==> config.mk <==
export PLATFORM = sky130hd
export DESIGN_NAME = i2c_sb_sequencer
export DESIGN_NICKNAME = d
export VERILOG_FILES = /design/src/rtl/i2c_sb_pkg.sv /design/src/rtl/sb_xact.sv /design/src/rtl/i2c_sb_sequencer.sv
export SDC_FILE = /design/constraint.sdc
export NUM_CORES = 1
export LEC_CHECK = 0
export BUFFER_PORTS_ARGS = -buffer_cell sky130_fd_sc_hd__buf_2
export CAP_MARGIN = 20
export CORE_MARGIN = 8
export CORE_UTILIZATION = 58
export DETAILED_ROUTE_END_ITERATION = 16
export PLACE_DENSITY = 0.88
export SETUP_SLACK_MARGIN = 0.5
export SLEW_MARGIN = 15
export SYNTH_ARGS = -nofsm -noshare
export SYNTH_HDL_FRONTEND = slang
export SYNTH_HIERARCHICAL = 1
export SYNTH_SLANG_ARGS = --single-unit
==> constraint.sdc <==
create_clock -name clk -period 3.5 [get_ports clk]
set_input_delay 0.7 -clock clk [delete_from_list [all_inputs] [get_ports clk]]
set_output_delay 0.7 -clock clk [all_outputs]
set_load 0.005 [all_outputs]
==> src/rtl/i2c_sb_pkg.sv <==
`default_nettype none
// ============================================================================
// Module      : i2c_sb_pkg
// Description : Shared constants and types for the iCE40UP hard-I2C command
//               sequencer: SB register offsets, CMDR opcodes, SR bit
//               positions, response codes and the sequencer state encoding.
// Revision    : 1.0 - initial release
// ============================================================================
package i2c_sb_pkg;

    // SB register offsets (low address nibble)
    localparam logic [3:0] OFF_CR1   = 4'h8;
    localparam logic [3:0] OFF_CMDR  = 4'h9;
    localparam logic [3:0] OFF_BRLSB = 4'hA;
    localparam logic [3:0] OFF_BRMSB = 4'hB;
    localparam logic [3:0] OFF_SR    = 4'hC;
    localparam logic [3:0] OFF_TXDR  = 4'hD;
    localparam logic [3:0] OFF_RXDR  = 4'hE;

    // CMDR opcodes and control values
    localparam logic [7:0] CMD_START_WR     = 8'h94;
    localparam logic [7:0] CMD_WR           = 8'h14;
    localparam logic [7:0] CMD_STOP         = 8'h44;
    localparam logic [7:0] CMD_RD_NACK_STOP = 8'h6C;
    localparam logic [7:0] CR1_ENABLE       = 8'h80;

    // SR bit positions
    localparam int SR_TIP   = 7;
    localparam int SR_BUSY  = 6;
    localparam int SR_RARC  = 5;
    localparam int SR_ARBL  = 3;
    localparam int SR_TRRDY = 2;

    // Response error codes
    localparam logic [1:0] ERR_OK      = 2'b00;
    localparam logic [1:0] ERR_NACK    = 2'b01;
    localparam logic [1:0] ERR_TIMEOUT = 2'b10;
    localparam logic [1:0] ERR_ARBL    = 2'b11;

    typedef enum logic [2:0] {
        ST_INIT   = 3'd0,
        ST_IDLE   = 3'd1,
        ST_ADDR   = 3'd2,
        ST_WDATA  = 3'd3,
        ST_RSTART = 3'd4,
        ST_RDATA  = 3'd5,
        ST_STOP   = 3'd6,
        ST_ABORT  = 3'd7
    } state_t;

    // One micro-step of a state: either a single SB access or an SR poll loop
    typedef struct packed {
        logic       rw;        // 1 = SB write
        logic [3:0] off;       // register offset
        logic [7:0] data;      // write data
        logic       poll;      // repeated SR reads until the wait condition holds
        logic       poll_busy; // wait for BUSY = 0 instead of TRRDY = 1
        logic       nack_chk;  // poll follows a transmitted byte: RARC means NACK
        logic       last;      // final micro-step of the state
    } step_t;

endpackage : i2c_sb_pkg
`default_nettype wire

==> src/rtl/sb_xact.sv <==
`default_nettype none
// ============================================================================
// Module      : sb_xact
// Description : Single system-bus access engine. Holds the request stable
//               until ack, reports completion combinationally in the ack
//               cycle and forces at least one idle cycle between accesses.
// Revision    : 1.0 - initial release
// ============================================================================
module sb_xact (
    input  logic       clk,
    input  logic       rst,
    input  logic       start,
    input  logic       rw,
    input  logic [7:0] adr,
    input  logic [7:0] wdat,
    output logic       idle,
    output logic       done,
    output logic [7:0] rdat,
    output logic       sb_stb,
    output logic       sb_rw,
    output logic [7:0] sb_adr,
    output logic [7:0] sb_wdat,
    input  logic [7:0] sb_rdat,
    input  logic       sb_ack
);

    // A start is only taken while strobe is low, so the cycle after an ack
    // is always an idle gap on the bus.
    assign idle = ~sb_stb;
    assign done = sb_stb & sb_ack;
    assign rdat = sb_rdat;

    // Request register: launch on start, release on ack, ignore stray acks
    always_ff @(posedge clk) begin
        if (rst) begin
            sb_stb  <= 1'b0;
            sb_rw   <= 1'b0;
            sb_adr  <= 8'h00;
            sb_wdat <= 8'h00;
        end else if (sb_stb) begin
            if (sb_ack) begin
                sb_stb <= 1'b0;
            end
        end else if (start) begin
            sb_stb  <= 1'b1;
            sb_rw   <= rw;
            sb_adr  <= adr;
            sb_wdat <= wdat;
        end
    end

endmodule : sb_xact
`default_nettype wire

==> src/rtl/i2c_sb_sequencer.sv <==
`default_nettype none
// ============================================================================
// Module      : i2c_sb_sequencer
// Description : Command-level front end for the iCE40UP hard I2C master.
//               Expands one register read/write command into SB register
//               accesses, SR polling, STOP generation and error handling.
// Revision    : 1.0 - initial release
// ============================================================================
module i2c_sb_sequencer
    import i2c_sb_pkg::*;
#(
    parameter logic [3:0]  BUS_ADDR74     = 4'b0001,
    parameter logic [9:0]  PRESCALE       = 10'd60,
    parameter logic [15:0] TIMEOUT_CYCLES = 16'd65535
) (
    input  logic       clk,
    input  logic       rst,
    input  logic       cmd_valid,
    output logic       cmd_ready,
    input  logic       cmd_rd,
    input  logic [6:0] cmd_dev,
    input  logic [7:0] cmd_reg,
    input  logic [7:0] cmd_wdata,
    output logic       rsp_valid,
    output logic [7:0] rsp_rdata,
    output logic [1:0] rsp_err,
    output logic       sb_stb,
    output logic       sb_rw,
    output logic [7:0] sb_adr,
    output logic [7:0] sb_wdat,
    input  logic [7:0] sb_rdat,
    input  logic       sb_ack
);

    state_t      state, state_n;
    logic [2:0]  step, step_n;
    logic        lat_rd, lat_rd_n;
    logic [6:0]  lat_dev, lat_dev_n;
    logic [7:0]  lat_reg, lat_reg_n;
    logic [7:0]  lat_wdata, lat_wdata_n;
    logic [7:0]  rdata_q, rdata_n;
    logic [1:0]  err_q, err_n;
    logic [15:0] wait_cnt, wait_cnt_n;
    logic        rsp_valid_n;
    logic [7:0]  rsp_rdata_n;
    logic [1:0]  rsp_err_n;

    step_t       op;
    logic        advance;
    logic        timed_out;
    logic        xact_start, xact_idle, xact_done;
    logic [7:0]  xact_rdat;

    assign cmd_ready = (state == ST_IDLE);
    assign timed_out = (wait_cnt >= TIMEOUT_CYCLES);

    sb_xact u_xact (
        .clk     (clk),
        .rst     (rst),
        .start   (xact_start),
        .rw      (op.rw),
        .adr     ({BUS_ADDR74, op.off}),
        .wdat    (op.data),
        .idle    (xact_idle),
        .done    (xact_done),
        .rdat    (xact_rdat),
        .sb_stb  (sb_stb),
        .sb_rw   (sb_rw),
        .sb_adr  (sb_adr),
        .sb_wdat (sb_wdat),
        .sb_rdat (sb_rdat),
        .sb_ack  (sb_ack)
    );

    // Micro-step decode: what access the current state/step performs
    always_comb begin
        op = '{rw: 1'b1, off: OFF_CMDR, data: CMD_STOP, poll: 1'b0,
               poll_busy: 1'b0, nack_chk: 1'b0, last: 1'b0};
        unique case (state)
            ST_INIT: begin
                case (step)
                    3'd0:    begin op.off = OFF_BRLSB; op.data = PRESCALE[7:0]; end
                    3'd1:    begin op.off = OFF_BRMSB; op.data = {6'b0, PRESCALE[9:8]}; end
                    default: begin op.off = OFF_CR1; op.data = CR1_ENABLE; op.last = 1'b1; end
                endcase
            end
            ST_ADDR: begin
                case (step)
                    3'd0:    begin op.off = OFF_TXDR; op.data = {lat_dev, 1'b0}; end
                    3'd1:    op.data = CMD_START_WR;
                    3'd2:    begin op.rw = 1'b0; op.off = OFF_SR; op.data = 8'h00;
                                   op.poll = 1'b1; op.nack_chk = 1'b1; end
                    3'd3:    begin op.off = OFF_TXDR; op.data = lat_reg; end
                    3'd4:    op.data = CMD_WR;
                    default: begin op.rw = 1'b0; op.off = OFF_SR; op.data = 8'h00;
                                   op.poll = 1'b1; op.nack_chk = 1'b1; op.last = 1'b1; end
                endcase
            end
            ST_WDATA, ST_RSTART: begin
                case (step)
                    3'd0:    begin op.off = OFF_TXDR;
                                   op.data = (state == ST_WDATA) ? lat_wdata : {lat_dev, 1'b1}; end
                    3'd1:    op.data = (state == ST_WDATA) ? CMD_WR : CMD_START_WR;
                    default: begin op.rw = 1'b0; op.off = OFF_SR; op.data = 8'h00;
                                   op.poll = 1'b1; op.nack_chk = 1'b1; op.last = 1'b1; end
                endcase
            end
            ST_RDATA: begin
                // The read byte is NACKed by us, so RARC is expected here
                case (step)
                    3'd0:    op.data = CMD_RD_NACK_STOP;
                    3'd1:    begin op.rw = 1'b0; op.off = OFF_SR; op.data = 8'h00; op.poll = 1'b1; end
                    default: begin op.rw = 1'b0; op.off = OFF_RXDR; op.data = 8'h00; op.last = 1'b1; end
                endcase
            end
            ST_STOP: begin
                if (step != 3'd0) begin
                    op.rw        = 1'b0;
                    op.off       = OFF_SR;
                    op.data      = 8'h00;
                    op.poll      = 1'b1;
                    op.poll_busy = 1'b1;
                    op.last      = 1'b1;
                end
            end
            ST_ABORT: op.last = 1'b1;
            default: ;
        endcase
    end

    // Next-state logic: step through accesses, evaluate SR polls, respond
    always_comb begin
        state_n     = state;
        step_n      = step;
        lat_rd_n    = lat_rd;
        lat_dev_n   = lat_dev;
        lat_reg_n   = lat_reg;
        lat_wdata_n = lat_wdata;
        rdata_n     = rdata_q;
        err_n       = err_q;
        rsp_valid_n = 1'b0;
        rsp_rdata_n = rsp_rdata;
        rsp_err_n   = rsp_err;
        xact_start  = 1'b0;
        advance     = 1'b0;
        // Wait counter only runs inside a poll step; any other step clears it
        wait_cnt_n  = op.poll ? (timed_out ? wait_cnt : wait_cnt + 16'd1) : 16'd0;

        if (state == ST_IDLE) begin
            if (cmd_valid) begin
                lat_rd_n    = cmd_rd;
                lat_dev_n   = cmd_dev;
                lat_reg_n   = cmd_reg;
                lat_wdata_n = cmd_wdata;
                rdata_n     = 8'h00;
                err_n       = ERR_OK;
                state_n     = ST_ADDR;
                step_n      = 3'd0;
            end
        end else begin
            if (xact_idle) begin
                if (op.poll && timed_out) begin
                    err_n   = ERR_TIMEOUT;
                    state_n = ST_ABORT;
                    step_n  = 3'd0;
                end else begin
                    xact_start = 1'b1;
                end
            end

            if (xact_done) begin
                if (op.poll) begin
                    if (xact_rdat[SR_ARBL]) begin
                        err_n   = ERR_ARBL;
                        state_n = ST_ABORT;
                        step_n  = 3'd0;
                    end else if (op.nack_chk && xact_rdat[SR_RARC]) begin
                        err_n   = ERR_NACK;
                        state_n = ST_ABORT;
                        step_n  = 3'd0;
                    end else if (op.poll_busy ? !xact_rdat[SR_BUSY] : xact_rdat[SR_TRRDY]) begin
                        advance = 1'b1;
                    end
                end else begin
                    advance = 1'b1;
                    if (!op.rw) begin
                        rdata_n = xact_rdat;
                    end
                end
            end

            if (advance) begin
                if (!op.last) begin
                    step_n = step + 3'd1;
                end else begin
                    step_n = 3'd0;
                    case (state)
                        ST_INIT:   state_n = ST_IDLE;
                        ST_ADDR:   state_n = lat_rd ? ST_RSTART : ST_WDATA;
                        ST_WDATA:  state_n = ST_STOP;
                        ST_RSTART: state_n = ST_RDATA;
                        ST_RDATA: begin
                            // RD_NACK_STOP already issued the STOP; go straight to BUSY wait
                            state_n = ST_STOP;
                            step_n  = 3'd1;
                        end
                        ST_STOP: begin
                            state_n     = ST_IDLE;
                            rsp_valid_n = 1'b1;
                            rsp_err_n   = ERR_OK;
                            rsp_rdata_n = rdata_q;
                        end
                        default: begin
                            state_n     = ST_IDLE;
                            rsp_valid_n = 1'b1;
                            rsp_err_n   = err_q;
                            rsp_rdata_n = 8'h00;
                        end
                    endcase
                end
            end
        end
    end

    // State and datapath registers
    always_ff @(posedge clk) begin
        if (rst) begin
            state     <= ST_INIT;
            step      <= 3'd0;
            lat_rd    <= 1'b0;
            lat_dev   <= 7'h00;
            lat_reg   <= 8'h00;
            lat_wdata <= 8'h00;
            rdata_q   <= 8'h00;
            err_q     <= ERR_OK;
            wait_cnt  <= 16'd0;
            rsp_valid <= 1'b0;
            rsp_rdata <= 8'h00;
            rsp_err   <= ERR_OK;
        end else begin
            state     <= state_n;
            step      <= step_n;
            lat_rd    <= lat_rd_n;
            lat_dev   <= lat_dev_n;
            lat_reg   <= lat_reg_n;
            lat_wdata <= lat_wdata_n;
            rdata_q   <= rdata_n;
            err_q     <= err_n;
            wait_cnt  <= wait_cnt_n;
            rsp_valid <= rsp_valid_n;
            rsp_rdata <= rsp_rdata_n;
            rsp_err   <= rsp_err_n;
        end
    end

endmodule : i2c_sb_sequencer
`default_nettype wire

* Yosys cells after proc, flatten, opt, wreduce, memory -nomap -nowiden *
Index checks and enable logic that the tools add are counted.
W data, S select, Z words.

storage, ports and cells
  register bits after elaboration = 82

operators by class
  $lt $le $gt $ge = 1
  equal/unequal tests = 14
  mux-type cells = 76
  add/sub/neg operators = 2
  bitwise operators = 7
  reduce and logical (&&, ||, !) cells = 22

operators with widths
  operator                 number
  $mux W3                  21
  $pmux W12 S5             1
  $mux W8                  7
  $pmux W8 S2              2
  $pmux W8 S4              1
  $mux W1                  23
  $pmux W10 S2             1
  $mux W2                  9
  $add A16 B1 Y16 const B  1
  $ge A16 B16 Y1 const B   1
  $eq A3 B3 Y1 const B     5
  $mux W15                 1
  $reduce_or A2 Y1         7
  $eq A3 B2 Y1 const B     4
  $pmux W3 S2              2
  $pmux W5 S2              1
  $reduce_or A5 Y1         2
  $pmux W3 S3              1
  $pmux W1 S4              2
  $reduce_and A4 Y1        2
  $reduce_or A4 Y1         2
  $mux W7                  1
  $eq A3 B1 Y1 const B     2
  $logic_not A3 Y1         2
  other kinds (12)         21

* Depth between registers and ports, before layout *
Gate-level depths: netlist of run 1.

  word-level depth = 14
  depth in mapped cells = 11
  gate-level depth less buffers = 10

* Hierarchy *
The synthesis of run 1 kept the hierarchy.

modules (own cells, without submodules)
  module            instances  cells an instance  area an instance (sq um)
  i2c_sb_sequencer  1          467                3694.8
  sb_xact           1          90                 930.9

* Worst setup path before layout of run 1 *
No wires, ideal clock.

  kind = reg-to-reg
  start = register step[1]
  end = register u_xact.sb_wdat[3]
  slack = 1050 ps
  arrival = 2334 ps
  buffers on the path = 3
  cell stages (with the launch flop) = 12
  cell sequence = dfxtp_1 -> inv_1 -> ha_1 -> nand2b_1 -> buf_6 -> a22o_4 -> a22o_2 -> a21oi_1 -> nor2b_2 -> buf_6 -> buf_12 -> o21ai_2

between the ends
  cells in the longest elaborated chain, start to end = 9
  elaborated cells on any way between the ends = 22
  classes of those cells = 3 x eq/ne; 13 x mux; 6 x reduce/logical

RTL lines
  item                                                                          RTL line                                                                  source
  start, declared                                                               i2c_sb_sequencer.sv:36                                                    logic [2:0] step, step_n;
  start signal, assigned                                                        i2c_sb_sequencer.sv:242                                                   step <= step_n;
  $eq A3 B1 Y1 (tied with other cells)                                          i2c_sb_sequencer.sv:88, i2c_sb_sequencer.sv:100, i2c_sb_sequencer.sv:110
  $reduce_or A4 Y1 (no source line) / $reduce_or A2 Y1 (equally long branches)  --
  $mux W1 (on tied branches)                                                    i2c_sb_sequencer.sv:88, i2c_sb_sequencer.sv:100
  $pmux W1 S4 *                                                                 i2c_sb_sequencer.sv:79                                                    unique case (state)
  $logic_and A1 B1 Y1 *                                                         i2c_sb_sequencer.sv:162                                                   if (op.poll && timed_out) begin
  $mux W1 *                                                                     i2c_sb_sequencer.sv:162
  $mux W1 *                                                                     i2c_sb_sequencer.sv:161                                                   if (xact_idle) begin
  $mux W1 *                                                                     i2c_sb_sequencer.sv:149                                                   if (state == ST_IDLE) begin
  net xact_start                                                                i2c_sb_sequencer.sv:51                                                    logic xact_start, xact_idle, xact_done;
  $reduce_and A2 Y1 (no source line) *                                          --
  end signal, assigned                                                          sb_xact.sv:48                                                             sb_wdat <= wdat;
  end, declared                                                                 sb_xact.sv:22                                                             output logic [7:0] sb_wdat,

Mark *: on every way through the listed nets, which the timed path passes. The rest lies on a longest branch.
A chain may end at the register's enable or synchronous reset.

* Worst setup path after layout of run 1 *
  start = register wait_cnt[0]
  end = register u_xact.sb_stb

between the ends
  cells in the longest elaborated chain, start to end = 7

RTL lines
  item                    RTL line                 source
  start, declared         i2c_sb_sequencer.sv:43   logic [15:0] wait_cnt, wait_cnt_n;
  start signal, assigned  i2c_sb_sequencer.sv:249  wait_cnt <= wait_cnt_n;
  $ge A16 B16 Y1          i2c_sb_sequencer.sv:55   assign timed_out = (wait_cnt >= TIMEOUT_CYCLES);
  $logic_and A1 B1 Y1     i2c_sb_sequencer.sv:162
  $mux W1                 i2c_sb_sequencer.sv:162
  $mux W1                 i2c_sb_sequencer.sv:161
  $mux W1                 i2c_sb_sequencer.sv:149
  net xact_start          i2c_sb_sequencer.sv:51
  $mux W1                 sb_xact.sv:44            end else if (start) begin
  $mux W1                 sb_xact.sv:40            end else if (sb_stb) begin
  end signal, assigned    sb_xact.sv:36            sb_stb <= 1'b0;
  end signal, assigned    sb_xact.sv:42            sb_stb <= 1'b0;
  end signal, assigned    sb_xact.sv:45            sb_stb <= 1'b1;
  end, declared           sb_xact.sv:19            output logic sb_stb,

The timed path passes the listed nets, and every way through them passes these cells.

==> impl_metrics.tcl, run 1 <==
set metrics [dict create \
    fin_ws_ns 0.700 \
    yosysSeqAreaShare 0.368 \
    detail-route-antenna-nets 0 \
    slew_headroom 0.482 \
    grt_antenna_before_repair 0 \
    synth_common_cells "nand2_1 (94), dfxtp_1 (85), a21oi_1 (51)" \
    regToRegSetupSlack_ns 0.70 \
    rows 32 \
    port_buffers 65 \
    grt_first_pass_wirelength_mm 19.3 \
    dieWidth_um 105 \
    cp-start-kind "register" \
    swShare 0.267 \
    reg2reg_from "wait_cnt[0]$_SDFFE_PP0N_" \
    cap_violations 0 \
    ir_worst_vdd_mv 0.318 \
    async_reset_ff_frac 0 \
    min_period_ns 2.80 \
    critPathArrivalTime_ns 3.05 \
    yosysTopAreaCell "dfxtp_1" \
    vias 4189 \
    cts_num_sinks 85 \
    p_comb_frac 0.143 \
    ys_seq_elements 85 \
    finClkSkew_ns 0.00845 \
    yosysUniqueCellTypes 70 \
    setup_tns_ns 0 \
    holdCritStartpoint "lat_wdata[3]$_SDFFE_PP0P_" \
    synth_ff_type "dfxtp_1" \
    fin_nets 643 \
    vias_per_cell 5.91 \
    cp.required_ns 3.75 \
    yosysMostFrequentCell "nand2_1" \
    pwr-share-clk 0.350 \
    p_leak_uw 0.00197 \
    cts_root_buf "clkbuf_8" \
    synth_edf_count 0 \
    cp-end-kind "register" \
    routed_wl_mm 11.4 \
    period_share 0.800 \
    ctsHtreeMaxLevel 3 \
    remaining_drc_errors 0 \
    gr-total-overflow 0 \
    dp_hpwl_mm 8.09 \
    hold_ws_ns 0.461 \
    core_area_sq_um 7730 \
    diodes 0 \
    wl_per_cell_um 16.1 \
    worstReg2RegEnd "u_xact/sb_stb$_SDFF_PP0_" \
    reg2regPathDepth 9 \
    pre_cts_ws_ns 0.697 \
    die_h_um 105 \
    worst_hold_path.endpoint "lat_wdata[3]$_SDFFE_PP0P_" \
    clockBufferDepth 2 \
    worstSetupPathType "reg -> reg" \
    cts_buffers 9 \
    synthCells 557 \
    power_density_nw_per_um2 392 \
    grt_max_degree 48 \
    status "complete, no violations" \
    cts.clk_slew.worst_paths_ns 0.08 \
    yosysWarnings 6 \
    final_max_slew_viol_count 0 \
    top_register "wait_cnt" \
    hold_violations 0 \
    clock_latency_ns 0.35 \
    grt_pass1_vias 4057 \
    ios 66 \
    power.internal_uw 1470 \
    grt_setup_unrepaired "no" \
    cp_max_fo 18 \
    totalPowerFinal_uw 2010 \
    gp_congestion 0.918 \
    largest_reg_flops 16 \
    grt_usage 0.202 \
    drive_gt1_frac 0.198 \
    first_pass_iters 5 \
    fmax_ghz 0.357 \
    pwr-share-seq 0.507 \
    fillCellCount 631 \
    hold_depth 2 \
    avgSynthCellArea_sq_um 8.30 \
    syn-cell-area_sq_um 4630 \
    setup_viol 0 \
    tightestPinTransition_ns 0.777 \
    synth_top_area_frac 0.368 \
    switchingPower_uw 536 \
    synth_area_leaders "dfxtp_1 (37%), nand2_1 (7.6%), a21oi_1 (5.5%)" \
    dieArea_sq_um 11100 \
    holdBufCountCts 0 \
    initial_core_util 0.599 \
    syn2layout_area_growth_pct 10.5 \
    cts_tree "yes" \
    hp-class "reg -> reg" \
    drtIter0Drc 371 \
]
## stage by stage
step	cell area, sq um	instances	util
global placement	4890	692	0.633
CTS	5080	708	0.658
floorplan	4640	560	-
finish	5110	709	0.662
global route	5110	709	0.662
detailed placement	4890	692	0.633
## per-layer routing
metal | vias up | wire length, um | global-route usage
li1 | 2053 | - | -
met1 | 1957 | 5400 | 0.275
met2 | 162 | 5090 | 0.306
met3 | 17 | 695 | 0.0426
met4 | 0 | 198 | 0.0795
met5 | - | 0 | 0
## power by group through the flow
stage                     clock (uW)  sequential, uW  combinational, uW
after global routing             750            1020                315
final                            702            1020                286
after global placement             0            1040                275
after CTS                        704            1020                282
after detailed placement           0            1040                281
after floorplan                    0            1040                209
## placed cells by master (no fill, tap or decap), types with 6 or more instances in the layout
| cell | n |
|---|---|
| mux2i_1 | 15 |
| buf_2 | 65 |
| xor2_1 | 7 |
| a21oi_1 | 51 |
| nand2b_1 | 27 |
| nand2_1 | 94 |
| nor3_1 | 7 |
| nor2_1 | 24 |
| dfxtp_1 | 84 |
| a31oi_1 | 8 |
| clkbuf_8 | 10 |
| nand4_1 | 8 |
| nand4bb_1 | 17 |
| o22ai_1 | 6 |
| and3_1 | 7 |
| inv_1 | 13 |
| o21ai_0 | 23 |
| buf_4 | 10 |
| nand3_1 | 11 |
| nand3b_1 | 16 |
| o21ai_2 | 10 |
| a22oi_1 | 7 |
## timing repair
action | 4_1_cts | 5_1_grt
buffers inserted | 0 | 1
gates resized for setup | 0 | 3
setup endpoints to repair | 0 | 22
## critical path, cell delays in order, from the launching register on
cell and delay [ns]:
dfxtp_1 0.41, ha_1 0.28, inv_1 0.09, nor4b_1 0.65, and3_1 0.37, a21oi_1 0.10, buf_4 0.20, nor2b_2 0.17
buf_4 0.21, o21ba_2 0.22
## cell families after synthesis
group,count (synthesis),share of synthesized area
flip-flops,85,0.368
AND/OR/NAND/NOR,239,0.291
buffers and inverters,59,0.0709
adder cells (fa/ha/maj),5,0.0135
AO/OA/AOI/OAI,142,0.203
XOR/XNOR,10,0.0189
other,2,0.00162
multiplexers,15,0.0325
## how the worst max path moves through the flow
stage,from,to,slack (ns),depth (start not counted)
after floorplan,step[1]$_SDFFE_PP0P_,u_xact/sb_wdat[3]$_SDFFE_PP0P_,1.05,11
after global placement,state[1]$_SDFFE_PP0P_,rsp_rdata[0]$_SDFFE_PP0P_,0.75,6
after detailed placement,state[1]$_SDFFE_PP0P_,rsp_rdata[1]$_SDFFE_PP0P_,0.70,6
after CTS,state[1]$_SDFFE_PP0P_,rsp_rdata[7]$_SDFFE_PP0P_,0.69,6
after global routing,step[1]$_SDFFE_PP0P_,u_xact/sb_adr[2]$_SDFFE_PP0P_,0.53,10
final,wait_cnt[0]$_SDFFE_PP0N_,u_xact/sb_stb$_SDFF_PP0_,0.70,9
## cell type report
type,count,area [sq um],share of cell area
multi-input cells,416,2620,0.512
flip-flops and latches,85,1700,0.333
repair buffers,76,420,0.0822
clock buffers,13,149,0.0291
well taps,102,128,0.0250
inverters,14,52.6,0.0103
clock inverters,3,45.0,0.00881
(Power assumes the default switching activity.)
==> run 2, diff against run 1 <==
--- a/config.mk
+++ b/config.mk
@@ -8,9 +8,9 @@
 export BUFFER_PORTS_ARGS = -buffer_cell sky130_fd_sc_hd__buf_2
 export CAP_MARGIN = 20
 export CORE_MARGIN = 8
-export CORE_UTILIZATION = 58
+export CORE_UTILIZATION = 52
 export DETAILED_ROUTE_END_ITERATION = 16
-export PLACE_DENSITY = 0.88
+export PLACE_DENSITY = 0.83
 export SETUP_SLACK_MARGIN = 0.5
 export SLEW_MARGIN = 15
 export SYNTH_ARGS = -nofsm -noshare
==> constraint.sdc (replaced) <==
create_clock -name clk -period 2.3 [get_ports clk]
set_input_delay 0.46 -clock clk [delete_from_list [all_inputs] [get_ports clk]]
set_output_delay 0.46 -clock clk [all_outputs]
set_load 0.005 [all_outputs]
==> impl_metrics.tcl, run 2 (synthesized netlist as in run 1, its figures left out) <==
set metrics [dict create \
    utilization 0.729 \
    p_leak_uw 0.00254 \
    gr-total-overflow 0 \
    grt_setup_unrepaired "yes" \
    diodes 0 \
    cp-end-kind "register" \
    cap_violations 0 \
    dieArea_sq_um 12200 \
    dp_hpwl_mm 9.30 \
    ios 66 \
    cts_tree "yes" \
    drtIter0Drc 534 \
    fin_ws_ns 0.132 \
    reg2reg_from "step[1]$_SDFFE_PP0P_" \
    dieWidth_um 110 \
    remaining_drc_errors 0 \
    cts_root_buf "clkbuf_8" \
    fin_nets 722 \
    die_h_um 110 \
    syn2layout_area_growth_pct 36.7 \
    vias_per_cell 6.20 \
    grt_pass1_vias 4589 \
    period_share 0.943 \
    slew_headroom 0.617 \
    tightestPinTransition_ns 0.573 \
    initial_core_util 0.533 \
    crit_family "simple AND/OR/NAND/NOR gates" \
    finClkSkew_ns 0.00687 \
    wl_per_cell_um 20.1 \
    detail-route-antenna-nets 0 \
    most-common-layout-cells "nand2_1 (90), dfxtp_1 (72), buf_2 (64)" \
    status "complete, no violations" \
    grt_antenna_before_repair 0 \
    use_met2 0.398 \
    grt_first_pass_wirelength_mm 22.5 \
    cts_buffers 9 \
    clock_latency_ns 0.37 \
    ctsHtreeMaxLevel 3 \
    met3_usage 0.0506 \
    min_period_ns 2.17 \
    crit_start "step[1]$_SDFFE_PP0P_" \
    busiest_layer "met2" \
    hp-class "in -> reg" \
    cts_num_sinks 85 \
    ir_worst_vdd_mv 0.345 \
    cp.required_ns 2.55 \
    pre_cts_ws_ns -0.0696 \
    routed_wl_mm 15.9 \
    cp-start-kind "register" \
    fmax_ghz 0.461 \
    largest_reg_flops 16 \
    vias 4910 \
    grt_usage 0.233 \
    cts.clk_slew.worst_paths_ns 0.09 \
    slowest_stage "dfxtp_4" \
    critPathArrivalTime_ns 2.42 \
    grt_max_degree 45 \
    drive_gt1_frac 0.374 \
    crit_path_max_incr_delay_ns 0.36 \
    first_pass_iters 5 \
    final_max_slew_viol_count 0 \
    final_common_cell "nand2_1" \
    worst-path-buf-inv 3 \
    holdBufCountCts 0 \
    setup_viol 0 \
    power_density_nw_per_um2 531 \
    top_register "wait_cnt" \
    core_area_sq_um 8680 \
    hold_violations 0 \
    worst_path_most_repeated_cell "buf_4" \
    worstSetupPathType "reg -> reg" \
    rows 34 \
    path_cells "buf_4 -> nor2_1 -> a21oi_4 -> a221oi_4 -> nor4b_4 -> buf_4 -> buf_12 -> nand3b_1 -> a21oi_2" \
    cp_max_fo 8 \
    gp_congestion 0.926 \
    use_met1 0.276 \
    port_buffers 65 \
    clockBufferDepth 2 \
    holdCritStartpoint "cmd_reg[4]" \
]
run 2: cell count changes in the layout (fill, tap and decap cells not counted), sizes merged:
| cell | previous run | this run |
|---|---|---|
| clkinvlp | 2 | 1 |
| buf | 76 | 152 |
| nand2 | 95 | 96 |
| clkbuf | 13 | 12 |
| clkinv | 1 | 3 |
run 2: path summary, 6_finish.rpt:
kind                            slack, ns                   endpoint  depth (start not counted)
worst max-delay path                 0.13    rdata_q[3]$_SDFFE_PP0P_                          9
worst min-delay path                 0.33    lat_reg[4]$_SDFFE_PP0P_                          3
worst max register to register       0.13    rdata_q[3]$_SDFFE_PP0P_                          9
worst min register to register       0.46  lat_wdata[6]$_SDFFE_PP0P_                          2
run 2: worst register-to-register path, stage by stage, from the launching register on:
cell,delay [ns]
dfxtp_4,0.36
buf_4,0.16
nor2_1,0.31
a21oi_4,0.12
a221oi_4,0.33
nor4b_4,0.27
buf_4,0.17
buf_12,0.11
nand3b_1,0.14
a21oi_2,0.08
run 2: stage by stage:
step / cell area (sq um) / setup TNS, ns / hold WS (ns) / std cells / total power (uW)
4_1_cts: 5890 / 0 / 0.326 / 771 / 3250
3_5_place_dp: 5230 / -0.397 / 0.449 / 729 / 2080
2_1_floorplan: 4720 / 0 / 0.425 / 560 / 1910
5_1_grt: 6320 / 0 / 0.334 / 792 / 3450
6_report: 6320 / 0 / 0.330 / 792 / 3360
3_3_place_gp: 5230 / 0 / 0.444 / 729 / 2070
run 2: repair_timing:
action / CTS / global route
setup buffers: 26 / 18
pin swaps: 18 / 36
endpoints found under the setup margin: 86 / 86
gates resized for setup: 54 / 54
gates cloned: 2 / 3
run 2: area by class of cell:
class / count / area, sq um
Multi-Input combinational cell: 417 / 3000
Fill cell: 608 / 2350
Sequential cell: 85 / 1730
Timing Repair Buffer: 154 / 1220
Tap cell: 108 / 135
Clock buffer: 10 / 128
Inverter: 14 / 60.1
Clock inverter: 4 / 51.3
run 2: per-layer routing:
layer | routed length, um | vias to the layer above
met4 | 777 | 0
met3 | 1200 | 78
li1 | - | 2209
met2 | 7960 | 260
met5 | 0 | -
met1 | 6000 | 2363
run 2: power by group:
| part | total, uW | switching [uW] | internal [uW] |
|---|---|---|---|
| Sequential | 1540 | 29.9 | 1510 |
| Clock | 1040 | 553 | 491 |
| Combinational | 774 | 387 | 388 |
